**src/rtl/wave_sequencer.sv**
```systemverilog
// Step sequencer that plays a programmable list of notes into one WaveGen voice.
// Each step word is {WaveType[17:16], Frequency[15:8], Duration[7:0]}.
module wave_sequencer #(
    parameter int STEPS    = 16,
    parameter int ADDR_W   = 4,
    parameter int TICK_DIV = 256
) (
    input  logic              Clock,
    input  logic              ResetN,
    input  logic              WriteEn,
    input  logic [ADDR_W-1:0] WriteAddr,
    input  logic [17:0]       WriteData,
    input  logic [ADDR_W-1:0] LastStep,
    input  logic              Loop,
    input  logic              Start,
    input  logic              Stop,
    output logic [7:0]        Frequency,
    output logic [1:0]        WaveType,
    output logic              Gate,
    output logic [ADDR_W-1:0] Step,
    output logic              Busy
);

    localparam int PW = (TICK_DIV > 1) ? $clog2(TICK_DIV) : 1;
    localparam logic [PW-1:0] TICK_LAST = PW'(TICK_DIV - 1);

    typedef enum logic [1:0] {
        IDLE = 2'd0,
        LOAD = 2'd1,
        PLAY = 2'd2
    } state_t;

    state_t            state, state_next;
    logic [ADDR_W-1:0] step_next;
    logic [7:0]        freq_next;
    logic [1:0]        wave_next;
    logic [PW-1:0]     presc, presc_next;
    logic [8:0]        dur, dur_next;
    logic [17:0]       mem [STEPS];
    logic [17:0]       word;
    logic              tick_wrap;
    logic              final_tick;

    // Unreset pattern memory; the LOAD read below sees the pre-edge contents.
    always_ff @(posedge Clock) begin
        if (WriteEn) begin
            mem[WriteAddr] <= WriteData;
        end
    end

    assign word = mem[Step];

    always_comb begin
        state_next = state;
        step_next  = Step;
        freq_next  = Frequency;
        wave_next  = WaveType;
        presc_next = presc;
        dur_next   = dur;
        tick_wrap  = (presc == TICK_LAST);
        final_tick = tick_wrap && (dur == 9'd1);

        case (state)
            IDLE: begin
                step_next  = '0;
                freq_next  = '0;
                wave_next  = '0;
                presc_next = '0;
                dur_next   = '0;
                if (Start && !Stop) begin
                    state_next = LOAD;
                end
            end
            LOAD: begin
                freq_next  = word[15:8];
                wave_next  = word[17:16];
                // A zero duration means the longest note, 256 ticks.
                dur_next   = (word[7:0] == 8'd0) ? 9'd256 : {1'b0, word[7:0]};
                presc_next = '0;
                state_next = PLAY;
            end
            PLAY: begin
                if (tick_wrap) begin
                    presc_next = '0;
                    dur_next   = dur - 9'd1;
                end else begin
                    presc_next = presc + PW'(1);
                end
                if (final_tick) begin
                    if (Step != LastStep) begin
                        step_next  = Step + ADDR_W'(1);
                        state_next = LOAD;
                    end else if (Loop) begin
                        step_next  = '0;
                        state_next = LOAD;
                    end else begin
                        step_next  = '0;
                        freq_next  = '0;
                        wave_next  = '0;
                        state_next = IDLE;
                    end
                end
            end
            default: begin
                state_next = IDLE;
            end
        endcase

        // Stop overrides both the end-of-step decision and a pending Start.
        if (state != IDLE && Stop) begin
            state_next = IDLE;
            step_next  = '0;
            freq_next  = '0;
            wave_next  = '0;
            presc_next = '0;
            dur_next   = '0;
        end
    end

    always_ff @(posedge Clock or negedge ResetN) begin
        if (!ResetN) begin
            state     <= IDLE;
            Step      <= '0;
            Frequency <= '0;
            WaveType  <= '0;
            presc     <= '0;
            dur       <= '0;
            Gate      <= 1'b0;
            Busy      <= 1'b0;
        end else begin
            state     <= state_next;
            Step      <= step_next;
            Frequency <= freq_next;
            WaveType  <= wave_next;
            presc     <= presc_next;
            dur       <= dur_next;
            Gate      <= (state_next == PLAY);
            Busy      <= (state_next != IDLE);
        end
    end

endmodule

```
**config.mk**
```make
export PLATFORM = sky130hd
export DESIGN_NAME = wave_sequencer
export DESIGN_NICKNAME = d
export VERILOG_FILES = /design/src/rtl/wave_sequencer.sv
export SDC_FILE = /design/constraint.sdc
export NUM_CORES = 1
export LEC_CHECK = 0
export ABC_AREA = 1
export BUFFER_PORTS_ARGS = -buffer_cell sky130_fd_sc_hd__buf_2
export CAP_MARGIN = 15
export CORE_AREA = 5 5 181 183
export CTS_CLUSTER_SIZE = 20
export DETAILED_ROUTE_END_ITERATION = 12
export DIE_AREA = 0 0 186 188
export GPL_ROUTABILITY_DRIVEN = 0
export PLACE_DENSITY = 0.67
export SLEW_MARGIN = 20
export SYNTH_ARGS = -nofsm -noshare
export SYNTH_HDL_FRONTEND = slang
export SYNTH_SLANG_ARGS = --single-unit
export TNS_END_PERCENT = 100
```
**constraint.sdc**
```tcl
create_clock -name Clock -period 1.75 [get_ports Clock]
set_input_delay 0 -clock Clock [delete_from_list [all_inputs] [get_ports Clock]]
set_output_delay 0 -clock Clock [all_outputs]
set_load 0.01 [all_outputs]
```
-- After elaboration in Yosys (flattened, before gate mapping)
Memories as Yosys holds them, arrays and structs flattened.
Index checks and enable logic that the tools add are counted.
W data, S select, Z words.
- bits in registers: 35
- memory bits (writable): 288
- output and inout port bits: 16
- memories: 1
- add/subtract/negate cells: 3
- equal/unequal tests: 10
- mux-type cells: 29
- reductions and logical operators: 15
- memory list (memory ; depth ; bits a word ; read ports ; clocked after memory_dff ; write ports ; RTL line ; RTL):
    mem ; 16 ; 18 ; 1 ; 0 ; 1 ; 39 ; logic [17:0] mem [STEPS];
- operators by type and width (operator ; count):
    $mux W8 ; 6
    $mux W9 ; 3
    $pmux W9 S3 ; 1
    $pmux W8 S3 ; 1
    $pmux W8 S2 ; 1
    $mux W2 ; 7
    $mux W4 ; 3
    $ne A3 B3 Y1 const B ; 4
    $pmux W2 S3 ; 2
    $eq A9 B1 Y1 const B ; 1
    $sub A9 B1 Y9 const B ; 1
    $add A8 B1 Y8 const B ; 1
    $eq A8 B8 Y1 const B ; 1
    $logic_not A8 Y1 ; 1
    $pmux W4 S2 ; 1
    $reduce_bool A3 Y1 ; 2
    $add A4 B1 Y4 const B ; 1
    $eq A2 B2 Y1 const B ; 2
    $mux W1 ; 4
    $ne A4 B4 Y1 ; 1
    $reduce_and A2 Y1 ; 2
    $reduce_and A4 Y1 ; 1
    $reduce_bool A2 Y1 ; 2
    $reduce_bool A4 Y1 ; 1
    5 further kinds ; 7

-- Longest topological paths before layout
Gate-level depths: netlist of run 1.
- depth in word-level cells: 6
- gate-level depth with buffers: 17
- gate-level depth less buffers: 14

-- Worst setup path before layout of run 1
OpenSTA, ideal clock, no wires.
- kind: reg2reg
- from: register state[0]
- to: register dur[2]
- arrival: 1.724 ns
- required time: 1.629 ns
- slack: -0.095 ns
- stages on the path, launching flop included: 10
- buffers on the path: 0
- period minus slack after synthesis: 1.845 ns
- cells stage by stage: dfrtp_1 > inv_1 > ha_1 > nor2_1 > nor2_2 > inv_2 > a31oi_1 > nor2_1 > inv_1 > a22o_1
- cells in the longest elaborated chain, start to end: 4
- elaborated cells between the ends (all ways): 10
- RTL lines (item ; RTL line ; RTL):
    start: declaration ; 33 ; state_t state, state_next;
    start signal: assignment ; 131 ; state <= state_next;
    $reduce_bool A2 Y1 ; 110 ; if (state != IDLE && Stop) begin
    $logic_and A1 B1 Y1 ; 110 ;
    $ne A3 B3 Y1 (no source line) / $reduce_bool A4 Y1 (equally long branches) ; n/a ;
    $reduce_and A2 Y1 (no source line) ; n/a ;
    end signal: assignment ; 136 ; dur <= dur_next;
    end: declaration ; 38 ; logic [8:0] dur, dur_next;
Parallel ways exist; a longest one is shown, timed or not.
A chain may end at the register's enable or synchronous reset.

-- Final worst setup path of run 1
- from: register Step[0]
- to: register Frequency[4]
- cells in the longest elaborated chain, start to end: 3
- elaborated cells between the ends (all ways): 6
- RTL lines (item ; RTL line ; RTL):
    start: declaration ; 20 ; output logic [ADDR_W-1:0] Step,
    start signal: assignment ; 132 ; Step <= step_next;
    $mem_v2 Z16 W18 / $ne A4 B4 Y1 (equally long branches) ; n/a ;
    $pmux W8 S3 / $ne A3 B3 Y1 (equally long branches) ; n/a ;
    $mux W8 / $reduce_and A4 Y1 (equally long branches) ; n/a ;
    end signal: assignment ; 133 ; Frequency <= freq_next;
    end: declaration ; 17 ; output logic [7:0] Frequency,
Parallel ways exist; a longest one is shown, timed or not.

==> metrics.md, run 1 <==
| Metric | Value |
|---|---|
| Critical Path Stages | `9` |
| Max-Cap Viols | `0` |
| Io pins | `48` |
| Post-synthesis cell count | `1198` |
| Total routed wirelength | `33300 um` |
| Violated checks | `negative setup slack` |
| Max Freq | `522 MHz` |
| Unrepaired setup endpoints after global routing | `true` |
| Non-filler cells, final | `1757` |
| Die Wd | `about 190 um` |
| Critical Path Max Stage Delay | `0.53 ns` |
| Area of placed instances | `0.0150 sq mm` |
| Routed WL per cell | `19.0 um` |
| Family with the most delay on the worst path | `compound AO/OA/AOI/OAI gates` |
| Leak Pwr | `approximately 6.5 nW` |
| Net total in the final layout | `~1400` |
| Most frequent cells in the layout | `288 x edfxtp_1, 232 x nand2_1, 122 x nor2_1` |
| Via/cell ratio | `roughly 5.3` |
| Syn nets | `1238` |
| Slack of the critical path | `-0.164 ns` |
| Synth Warn # | `0` |
| Layout cells sized above 1 | `between 10% and 20%` |
| Final Setup Violations | `13` |
| Post-Syn Area | `0.0137 sq mm` |
| Residual DRC count | `0` |
| TritonCTS clock tree | `done` |
| Slew Viols, Final | `0` |
| Worst path required time | `2.15 ns` |
| Clock Latency Late Sink | `0.53 ns` |
| Slew @ Worst Pin | `just over 0.4 ns` |
| PortBufs | `47` |
| Starting Density | `44.0%` |
| CTS root buf | `clkbuf_16` |
| Outcome | `finished, violations left` |
| Ys flop type | `edfxtp_1` |
| Full die area | `approximately 0.035 sq mm` |
| Num rows | `65` |
| Min Clock Period, post-route | `~1.9 ns` |
| Final Hold Viols | `0` |
| Power, Total | `23.5 mW` |
| Vias in the first global route | `around 9100` |
| Largest net degree at the start of global routing | `43` |
| Final worst path period share | `109%` |
| Syn Area/Cell | `11.4 sq um` |
| Synth Register Bits | `323` |
| First-pass GRT wire length | `~52000 um` |
| Critical path arrival | `2.32 ns` |
| GRT Util Overall | `19.2%` |
| WP buf/inv | `4` |
| Dpl cells | `between 1500 and 2000` |
| Synth unique cells | `40` |
| Vias | `9382` |
| Grt ovf | `0` |
| CTS sink count | `about 320` |
| Routed Antenna Nets | `0` |
| Reg2reg path depth | `9` |
| Maximum VDD drop | `0.715 mV` |
| WS Path Type | `reg2reg` |
| TritonCTS Buffers | `34` |
| EDFF count, synth | `288` |
| Clk pin slew, worst setup/hold paths | `0.06 ns` |
| Maximum clock path buffer count | `3` |
| Crit. End Element | `flip-flop` |
| Area delta synth->final | `22.0%` |
| Hold Crit Class | `in2reg` |
| Worst Setup Start Kind | `flip-flop` |
| Final instance area | `around 0.017 sq mm` |
| Register area share after synthesis | `just under 70%` |
| Ys async rst share | `10.8%` |
| WHS Path Cells | `6` |
| Core area | `0.0311 sq mm` |
| H-tree depth | `2` |
| Commonest non-fill, non-tap cell in the layout | `edfxtp_1` |
| Hpwl dp | `about 19000 um` |
| N_diodes | `0` |
| Critical-path top delay cell | `dfrtp_4` |
| Worst rel slew slack | `73.0%` |
| CP max FO | `17` |
| DRT Pass-1 Iters | `5` |
| Die Y | `188 um` |
| Clk_skew | `0.0164 ns` |
| Crit-path cells | `clkinv_4, buf_12, buf_4, clkbuf_16, o21ai_0, o22ai_1, o21ai_1, o22a_1, o22ai_2` |
| Iteration-0 DRC Markers | `847` |
| Initial antenna violation count | `0` |
| Pwr Density | `~1400 mW/mm^2` |
## state kept, by name, indices dropped and copies added (netlist names)
name and count:
mem 288, dur 9, Frequency 8, presc 8, Step 4, WaveType 2, state 2, Busy 1
Gate 1
## stage by stage
stage / utilization, % / setup slack [ns] / hold WS, ns / setup TNS (ns)
finish: 53.7 / -0.164 / 0.0233 / -1.08
CTS: 53.1 / -0.0497 / 0.0364 / -0.398
global placement: 48.3 / -0.0420 / -0.0171 / -0.107
floorplan: - / -0.0241 / -0.296 / -0.241
global route: 53.7 / -0.298 / 0.0420 / -3.68
detailed placement: 48.3 / -0.147 / -0.0202 / -0.489
## synth_stat cells (10+ instances only)
master    number  share of area [%]
edfxtp_1     288                 63
nand2_1      242                6.6
nor2_1       144                4.0
o21ai_0      111                4.1
inv_1         97                2.7
nand3_1       89                3.3
o22ai_1       36                1.6
dfrtp_1       35                6.4
buf_2         24               0.88
clkbuf_1      23               0.63
o22ai_2       10               0.91
xor2_1        10               0.64
## power by group
part	switching, mW	internal [mW]
Sequential	0.254	8.79
Clock	3.00	4.67
Combinational	4.09	2.70
Total	7.35	16.2
## layout make-up
| cell class | instances | area, sq um |
|---|---|---|
| fill | 2544 | 14400 |
| sequential | 323 | 9530 |
| multi-input combinational | 710 | 3610 |
| timing repair buffer | 159 | 1460 |
| clock buffer | 39 | 870 |
| tap | 402 | 503 |
| inverter | 102 | 388 |
| clock inverter | 22 | 327 |
## repair_timing
action / in CTS / in global routing
pin swaps: 4 / 9
cloned: 1 / 1
setup endpoints to repair: 16 / 32
resized for setup: 27 / 42
endpoints found under the hold margin: 325 / 0
setup buffers: 1 / 5
hold buffers: 22 / 0
## path summary, 6_finish.rpt
kind                                          start                  endpoint  slack [ns]
setup / recovery                Step[0]$_DFFE_PN0P_  Frequency[4]$_DFFE_PN0P_       -0.16
hold / removal                                 Stop       Step[0]$_DFFE_PN0P_        0.02
setup reg to reg                Step[0]$_DFFE_PN0P_  Frequency[4]$_DFFE_PN0P_       -0.16
hold reg to reg            Frequency[4]$_DFFE_PN0P_  Frequency[4]$_DFFE_PN0P_        0.54
max in group asynchronous                    ResetN       Step[0]$_DFFE_PN0P_        0.93
min in group asynchronous                    ResetN            Gate$_DFF_PN0_        0.54
## worst register-to-register path, cell delays in order, from the launching register on
cell and delay [ns]:
dfrtp_4 0.53, clkinv_4 0.12, buf_12 0.16, buf_4 0.17, clkbuf_16 0.18, o21ai_0 0.16, o22ai_1 0.10, o21ai_1 0.16
o22a_1 0.16, o22ai_2 0.07
## logic make-up after synthesis
group | Yosys count | synth area share [%]
adder cells (fa/ha/maj) | 8 | 0.732
buffers and inverters | 165 | 5.27
AND/OR/NAND/NOR | 495 | 15.0
XOR/XNOR | 10 | 0.640
flip-flops | 323 | 69.6
AO/OA/AOI/OAI | 197 | 8.74
## routing by layer
metal | GRT usage (%) | vias up | part of all wire, %
met2 | 30.1 | 377 | 46
met4 | 4.60 | 0 | 1.6
met1 | 27.3 | 4542 | 43
li1 | - | 4420 | -
met3 | 4.42 | 43 | 8.8
met5 | 0 | - | 0
Note: power is estimated with default switching activity, not from simulation.
==> inputs of run 2 (changes only) <==
--- a/config.mk
+++ b/config.mk
@@ -9,8 +9,8 @@
 export BUFFER_PORTS_ARGS = -buffer_cell sky130_fd_sc_hd__buf_2
 export CAP_MARGIN = 15
-export CORE_AREA = 5 5 181 183
+export CORE_AREA = 3 3 179 181
 export CTS_CLUSTER_SIZE = 20
 export DETAILED_ROUTE_END_ITERATION = 12
-export DIE_AREA = 0 0 186 188
+export DIE_AREA = 0 0 182 184
 export GPL_ROUTABILITY_DRIVEN = 0
 export PLACE_DENSITY = 0.67
==> constraint.sdc (replaced) <==
create_clock -name Clock -period 1.75 [get_ports Clock]
set_input_delay 0.35 -clock Clock [delete_from_list [all_inputs] [get_ports Clock]]
set_output_delay 0.35 -clock Clock [all_outputs]
set_load 0.01 [all_outputs]
==> metrics.md, run 2 (synthesized netlist as in run 1, its figures left out) <==
| Metric | Value |
|---|---|
| Clk network pwr share | `28.8% (-3.8 points)` |
| Unrepaired setup endpoints after global routing | `true` |
| Outcome | `finished, violations left` |
| Worst Setup Start Kind | `flip-flop` |
| Die Y | `184 um (-2.1%)` |
| Via/cell ratio | `5.48 (+2.6%)` |
| Area of placed instances | `0.0150 sq mm (+0.19%)` |
| Final Hold Viols | `0 (unchanged)` |
| Slew Viols, Final | `0 (unchanged)` |
| Switching share of power | `32.2% (+0.99 points)` |
| Routed WL per cell | `20.6 um (+8.4%)` |
| Min Clock Period, post-route | `1.98 ns (+0.0606 ns)` |
| Slack of the critical path | `-0.225 ns (-0.0606 ns)` |
| Max-Cap Viols | `0 (unchanged)` |
| PortBufs | `47 (unchanged)` |
| Leak Pwr | `6.65 nW (+2.9%)` |
| Routed Antenna Nets | `0 (unchanged)` |
| CTS sink count | `323 (unchanged)` |
| Io pins | `48 (unchanged)` |
| CTS root buf | `clkbuf_16` |
| GRT Util Overall | `20.7% (+1.5 points)` |
| H-tree depth | `2 (unchanged)` |
| Final worst path period share | `113% (+3.5 points)` |
| TritonCTS clock tree | `done` |
| Regs by FF count | `mem: 288 flops, dur: 9 flops` |
| Core area | `0.0306 sq mm (-1.5%)` |
| Comb pwr share | `35.0% (+6.1 points)` |
| Clk_skew | `0.0269 ns (+0.0104 ns)` |
| Area delta synth->final | `25.9%` |
| Violated checks | `negative setup slack` |
| Psw | `8.03 mW (+9.3%)` |
| # fillers | `2437 (-4.2%)` |
| DRT Pass-1 Iters | `4 (-1)` |
| Most flop-heavy register | `mem` |
| WS Path Type | `reg2reg` |
| Max Freq | `506 MHz (-3.1%)` |
| Internal power | `16.9 mW (+4.5%)` |
| Slew @ Worst Pin | `0.389 ns (-0.0152 ns)` |
| First-pass GRT wire length | `53900 um (+4.0%)` |
| Grt ovf | `0 (unchanged)` |
| Hpwl dp | `19100 um (+1.1%)` |
| Num rows | `64 (-1.5%)` |
| Reg area | `0.00953 sq mm (unchanged)` |
| Iteration-0 DRC Markers | `943 (+11%)` |
| Hold Crit Class | `in2reg` |
| Most frequent cells in the layout | `288 x edfxtp_1, 223 x nand2_1, 116 x nor2_1` |
| Vias in the first global route | `9357 (+2.7%)` |
| Maximum clock path buffer count | `3 (unchanged)` |
| Starting Density | `44.7% (+0.69 points)` |
| Clk pin slew, worst setup/hold paths | `0.06 ns (about the same)` |
| Area of the multi-input gates | `0.00385 sq mm (+6.5%)` |
| Worst rel slew slack | `74.0% (+1.0 points)` |
| Net total in the final layout | `1377 (+0.51%)` |
| Layout cells sized above 1 | `24.2% (+4.6 points)` |
| CP max FO | `7 (-10)` |
| N_diodes | `0 (unchanged)` |
| Die Wd | `182 um (-2.2%)` |
| Pwr Density | `1450 mW/mm^2 (+2.7%)` |
| Residual DRC count | `0 (unchanged)` |
| Final instance area | `0.0172 sq mm (+3.2%)` |
| Vias | `9632 (+2.7%)` |
| Commonest non-fill, non-tap cell in the layout | `edfxtp_1` |
| Largest net degree at the start of global routing | `49 (+14%)` |
| TritonCTS Buffers | `35 (+2.9%)` |
| Max reg flops | `288 (unchanged)` |
| Total routed wirelength | `36200 um (+8.4%)` |
| Crit. End Element | `flip-flop` |
| Initial antenna violation count | `0 (unchanged)` |
| Worst path required time | `2.15 ns (about the same)` |
| Critical path arrival | `2.37 ns (+0.05 ns)` |
| Seq pwr share | `36.2% (-2.3 points)` |
| Maximum VDD drop | `0.661 mV (-7.5%)` |
| Clock Latency Late Sink | `0.53 ns (about the same)` |
| Full die area | `0.0335 sq mm (-4.2%)` |
| Core Util, Final | `56.3% (+2.6 points)` |
| Final Setup Violations | `26 (+13)` |
## run 2: cell count changes in the layout (fill, tap and decap cells not counted), sizes merged
cell and delta:
buf +20, bufinv -4, clkbuf +14, clkinv -4, clkinvlp +1, dlygate4sd3 -21
nand3 +1
## run 2: cell type report
class | count | share of cell area (%)
clock buffers | 47 | 5.47
repair buffers | 164 | 10.6
inverters | 102 | 2.39
multi-input cells | 711 | 22.3
clock inverters | 15 | 0.981
well taps | 396 | 2.88
flip-flops and latches | 323 | 55.3
## run 2: worst paths after layout
kind                                            endpoint                 from  cells after the start  slack (ns)
min in group asynchronous            Step[3]$_DFFE_PN0P_               ResetN                      2        0.30
worst max register to register  Frequency[1]$_DFFE_PN0P_  Step[0]$_DFFE_PN0P_                     10       -0.23
max in group asynchronous       Frequency[7]$_DFFE_PN0P_               ResetN                      3        0.83
worst min-delay path               mem[14][17]$_DFFE_PP_        WriteData[17]                      1        0.20
worst max-delay path            Frequency[1]$_DFFE_PN0P_  Step[0]$_DFFE_PN0P_                     10       -0.23
worst min register to register        dur[8]$_DFFE_PN0P_   dur[8]$_DFFE_PN0P_                      2        0.53
## run 2: repair_timing
item	CTS	global route
gates cloned	8	8
endpoints found under the setup margin	24	36
endpoints found under the hold margin	15	0
resized for setup	47	122
hold buffers	1	0
pin swaps	20	61
setup buffers	9	13
## run 2: power by group through the flow
stage / Combinational, mW / Sequential [mW] / Clock, mW
finish: 8.72 / 9.02 / 7.18
global route: 9.43 / 9.05 / 7.63
CTS: 7.47 / 9.00 / 7.29
detailed placement: 6.16 / 9.19 / 0
global placement: 6.01 / 9.18 / 0
floorplan: 4.07 / 9.19 / 0
## run 2: through the flow
step	TNS (ns)	std cells	hold WS, ns	setup slack [ns]	power, mW
after global placement	-1.12	1658	0.291	-0.135	15.2
final	-3.08	1758	0.201	-0.225	24.9
after global routing	-6.13	1758	0.208	-0.336	26.1
after detailed placement	-1.89	1658	0.297	-0.158	15.3
after CTS	-1.95	1738	0.187	-0.148	23.8
after floorplan	-0.241	1198	0.0544	-0.0241	13.3
## run 2: worst max-delay path: stages (launching register included)
cell and delay, ns:
dfrtp_4 0.42, buf_12 0.16, clkinv_16 0.09, buf_12 0.15
clkbuf_16 0.15, clkbuf_16 0.16, o21ai_1 0.17, o22ai_1 0.12
nor2_1 0.15, o22a_1 0.19, o22ai_2 0.08
## run 2: metal layers
layer	global-route usage [%]	up-vias	wire length (um)
met5	0	-	0
met2	33.4	442	17600
li1	-	4435	-
met4	6.52	0	993
met1	27.9	4679	14400
met3	5.01	76	3200
